`config.mk`:
```
export PLATFORM = sky130hd
export DESIGN_NAME = digit_entry_ctrl
export DESIGN_NICKNAME = d
export VERILOG_FILES = /design/src/rtl/digit_entry_ctrl.sv
export SDC_FILE = /design/constraint.sdc
export NUM_CORES = 1
export LEC_CHECK = 0
export CAP_MARGIN = 10
export CORE_ASPECT_RATIO = 1.1
export CORE_MARGIN = 5
export CORE_UTILIZATION = 48
export CTS_BUF_LIST = sky130_fd_sc_hd__clkbuf_4 sky130_fd_sc_hd__clkbuf_8
export CTS_CLUSTER_DIAMETER = 30
export DETAILED_ROUTE_END_ITERATION = 10
export GPL_TIMING_DRIVEN = 0
export HOLD_SLACK_MARGIN = 0.06
export PLACE_DENSITY = 0.86
export SETUP_SLACK_MARGIN = 0.15
export SLEW_MARGIN = 30
export SYNTH_ARGS = -nofsm -noshare
export SYNTH_HDL_FRONTEND = slang
export SYNTH_SLANG_ARGS = --single-unit
export TNS_END_PERCENT = 10
```
`constraint.sdc`:
```
create_clock -name clk -period 2 [get_ports clk]
set_input_delay 0.4 -clock clk [delete_from_list [all_inputs] [get_ports clk]]
set_output_delay 0.4 -clock clk [all_outputs]
set_load 0.02 [all_outputs]
```
`src/rtl/digit_entry_ctrl.sv`:
```
// Four-digit entry sequencer: captures sw on a debounced button press into slot idx and pulses load/done.
// All outputs registered; press-to-load and final-release-to-done are both one cycle.
module digit_entry_ctrl #(
    parameter int RELEASE_CYCLES = 4
) (
    input  logic       clk,
    input  logic       rst,
    input  logic       btn_n,
    input  logic [3:0] sw,
    input  logic       clr,
    output logic [3:0] D_out,
    output logic [3:0] load,
    output logic [1:0] idx,
    output logic       done,
    output logic       busy
);

    typedef enum logic [1:0] {
        IDLE     = 2'd0,
        WAIT_REL = 2'd1,
        DRAIN    = 2'd2
    } state_t;

    // The release completes on the edge that samples the last required high,
    // so the registered count only ever needs to reach RELEASE_CYCLES-1.
    localparam logic [3:0] REL_LAST = 4'(RELEASE_CYCLES - 1);

    state_t     state, state_nxt;
    logic [3:0] cnt, cnt_nxt;
    logic [3:0] d_nxt;
    logic [3:0] load_nxt;
    logic [1:0] idx_nxt;
    logic       done_nxt;

    always_comb begin
        state_nxt = state;
        cnt_nxt   = cnt;
        d_nxt     = D_out;
        load_nxt  = 4'b0000;
        idx_nxt   = idx;
        done_nxt  = 1'b0;
        if (clr) begin
            state_nxt = DRAIN;
            cnt_nxt   = 4'd0;
            d_nxt     = 4'd0;
            idx_nxt   = 2'd0;
        end else begin
            case (state)
                IDLE: begin
                    if (!btn_n) begin
                        d_nxt     = sw;
                        load_nxt  = 4'b0001 << idx;
                        cnt_nxt   = 4'd0;
                        state_nxt = WAIT_REL;
                    end
                end
                WAIT_REL, DRAIN: begin
                    if (!btn_n) begin
                        cnt_nxt = 4'd0;
                    end else if (cnt >= REL_LAST) begin
                        cnt_nxt   = 4'd0;
                        state_nxt = IDLE;
                        // A drain after clr returns to IDLE without touching the slot index.
                        if (state == WAIT_REL) begin
                            idx_nxt  = idx + 2'd1;
                            done_nxt = (idx == 2'd3);
                        end
                    end else begin
                        cnt_nxt = cnt + 4'd1;
                    end
                end
                default: begin
                    state_nxt = IDLE;
                    cnt_nxt   = 4'd0;
                end
            endcase
        end
    end

    always_ff @(posedge clk) begin
        if (!rst) begin
            state <= IDLE;
            cnt   <= 4'd0;
            D_out <= 4'd0;
            load  <= 4'b0000;
            idx   <= 2'd0;
            done  <= 1'b0;
            busy  <= 1'b0;
        end else begin
            state <= state_nxt;
            cnt   <= cnt_nxt;
            D_out <= d_nxt;
            load  <= load_nxt;
            idx   <= idx_nxt;
            done  <= done_nxt;
            busy  <= (state_nxt != IDLE);
        end
    end

endmodule

```
==> impl_metrics.env <==
export IMPL_status="finished, final reports clean"
export IMPL_hold_viol_final=0
export IMPL_syn_avg_cell_area_um2=9.53
export IMPL_crit_arrival_ps=2050
export IMPL_clkSinkCount=18
export IMPL_gp_congestion=0.804
export IMPL_post_drt_wl_per_cell_um=12.6
export IMPL_track_usage=0.150
export IMPL_design_area_um2=985
export IMPL_ys_seq_elements=18
export IMPL_maxCapViolations=0
export IMPL_worstHoldStart="cnt[0]"
export IMPL_yosysMostFrequentCell="dfxtp_1"
export IMPL_ys_types=25
export IMPL_synth_edf_count=0
export IMPL_p_leak_nw=0.400
export IMPL_drc=0
export IMPL_numCtsBuffers=3
export IMPL_dr_total_vias=609
export IMPL_p_per_area_nw_per_um2=659
export IMPL_start_kind="flip-flop"
export IMPL_synth_seq_area_share=0.485
export IMPL_cts_setup_buffers=0
export IMPL_io_pins=20
export IMPL_cts_tree="built"
export IMPL_drt_antenna_violating_nets=0
export IMPL_clk_latency_ps=290
export IMPL_rows=15
export IMPL_overflow=0
export IMPL_max_slew_margin=0.477
export IMPL_rsz0062_at_grt="yes"
export IMPL_fin_crit_sh=0.910
export IMPL_critical_path_max_stage_delay_ps=490
export IMPL_crit_chain="inv_1, ha_1, or4b_4, or3b_1, a21oi_2"
export IMPL_slew_viol_final=0
export IMPL_grt_pass1_vias=614
export IMPL_synth_top_family_by_area="simple AND/OR/NAND/NOR gates"
export IMPL_r2r_end="cnt[1]"
export IMPL_diodes=0
export IMPL_grt_max_degree=11
export IMPL_synth_compound_area_frac=0.111
export IMPL_fp_dieW_um=47.5
export IMPL_fin_crit_ps=1820
export IMPL_firstDrtPassIters=4
export IMPL_wl_um=1470
export IMPL_yosys_top_cells_area="dfxtp_1 (48%), ha_1 (8.4%), mux2i_1 (5.4%), nor2_1 (4.5%), nand2_1 (3.5%)"
export IMPL_finalSetupTns_ps=0
export IMPL_drtIter0Drc=9
export IMPL_initial_core_util=0.489
export IMPL_area_growth_syn_to_layout_pct=32.5
export IMPL_slowest_stage="or4b_4"
export IMPL_whs_path_depth=2
export IMPL_peakVddDrop_v=0.000371
export IMPL_criticalPathCategory="reg2reg"
export IMPL_cts_root_buf="clkbuf_4"
export IMPL_cp_end_kind="flip-flop"
export IMPL_ys_top_cells_by_count="dfxtp_1 (18), nor2_1 (9), nand2_1 (7)"
export IMPL_placed_area_um2=955
export IMPL_syn_instance_count=78
export IMPL_syn_nets=91
export IMPL_whs_ps=480
export IMPL_yosysWarnings=0
export IMPL_fin_nets=115
export IMPL_power_w=0.000649
export IMPL_core_um2=1520
export IMPL_cts_htree_levels=1
export IMPL_worst_pin_slew_ps=774
export IMPL_timing_fmax_ghz=0.550
export IMPL_rrSetupSlack_ps=180
export IMPL_required_ps=2230
export IMPL_setup_viol=0
export IMPL_yosys_area_share_simple=0.219
export IMPL_hold_end="cnt[0]"
export IMPL_crit_start="state[1]"
export IMPL_hold_path_class="reg2reg"
export IMPL_design_die_area_um2=2440
export IMPL_r2r_start="state[1]"
export IMPL_synthArstFlopShare=0
export IMPL_synth_fa_ha_area_frac=0.0842
export IMPL_die_h_um=51.3
export IMPL_port_buffer_count=19
export IMPL_antenna_found_initial=0
export IMPL_synth_ff_type="dfxtp_1"
export IMPL_synth_area_um2=743
export IMPL_synth_area_mux_share=0.0539
export IMPL_synth_area_leader_cell="dfxtp_1"
export IMPL_crit_fanout=3
export IMPL_reg2regPathDepth=5
export IMPL_via_per_inst=5.21
export IMPL_grt_pass1_wl_um=2530
export IMPL_drive_gt1_frac=0.0800
export IMPL_post_dp_hpwl_um=1150
export IMPL_clk_pin_slew_ps=90
export IMPL_cts_max_path_buffers=2
export IMPL_synth_top_area_frac=0.485
export IMPL_synth_xor_area_frac=0.0118
export IMPL_fin_skew_ps=1.33
==> state kept, by name (all words and copies together), names as in the netlist <==
register and cells:
D_out 4, busy 1, cnt 4, done 1, idx 2, load 4, state 2
==> placed cells by master, fill, tap and decap left out <==
cell type / n
o21ai_0: 3
a21oi_1: 4
o211ai_1: 1
or3b_1: 1
clkbuf_1: 2
o31ai_1: 1
nor2b_1: 4
nor4bb_2: 1
or3_1: 1
xor2_1: 1
nor3b_1: 1
and3_1: 2
nor2_1: 9
nand2_1: 7
dfxtp_1: 17
a22oi_1: 2
o311ai_0: 1
ha_1: 5
nand2b_1: 1
nand3_1: 1
mux2i_1: 4
clkdlybuf4s50_1: 19
inv_1: 5
or4b_4: 1
clkbuf_4: 3
a21oi_2: 1
dfxtp_2: 1
and3_2: 1
==> power by group <==
part	internal [W]	switching (W)	leakage, nW	total, W
Combinational	0.0000512	0.0000493	0.239	0.000100
Clock	0.0000701	0.000105	0.0138	0.000175
Sequential	0.000368	0.00000526	0.146	0.000373
==> kinds of logic after synthesis <==
family                     after synthesis
AOI/OAI and AO/OA                       13
buffers and inverters                    7
muxes                                    4
and+or+nand+nor                         30
xor gates and xnor gates                 1
DFF                                     18
adders and majority gates                5
==> worst max-delay path: cells and delay by family (launching register included) <==
family / cells / cell delay [ps]
fa+ha+maj: 1 / 310
simple gates: 2 / 890
buf+inv: 1 / 80
compound gates: 1 / 110
flops: 1 / 370
==> layout make-up <==
type                    instances  area [um^2]
flip-flops and latches         18          362
well taps                      17         21.3
repair buffers                 19          190
plain buffers                   2         7.51
multi-input cells              53          363
inverters                       5         18.8
fillers                       119          536
clock buffers                   3         22.5
==> stage by stage <==
step | std cells | utilization | setup WS, ps
finish | 117 | 0.648 | 180
global route | 117 | 0.648 | 120
CTS | 117 | 0.643 | 184
detailed placement | 114 | 0.628 | 213
global placement | 114 | 0.628 | 201
floorplan | 78 | - | 295
==> repair_timing <==
item | in CTS | in global routing
resized for setup | 0 | 2
endpoints found under the setup margin | 0 | 5
hold buffers | 0 | 0
==> routing by layer <==
metal / share of wire / up-vias / global-route usage
met5: 0 / - / 0
met1: 0.39 / 279 / 0.148
met2: 0.53 / 15 / 0.259
li1: - / 310 / -
met3: 0.049 / 5 / 0.0423
met4: 0.030 / 0 / 0.0922
==> how the worst max path moves through the flow <==
| stage | endpoint | cells past startpoint |
|---|---|---|
| after floorplan | cnt[1] | 5 |
| after global placement | busy | 5 |
| after detailed placement | busy | 5 |
| after CTS | cnt[1] | 5 |
| after global routing | cnt[1] | 5 |
| final | cnt[1] | 5 |
Power figures use the tool's default switching activity.
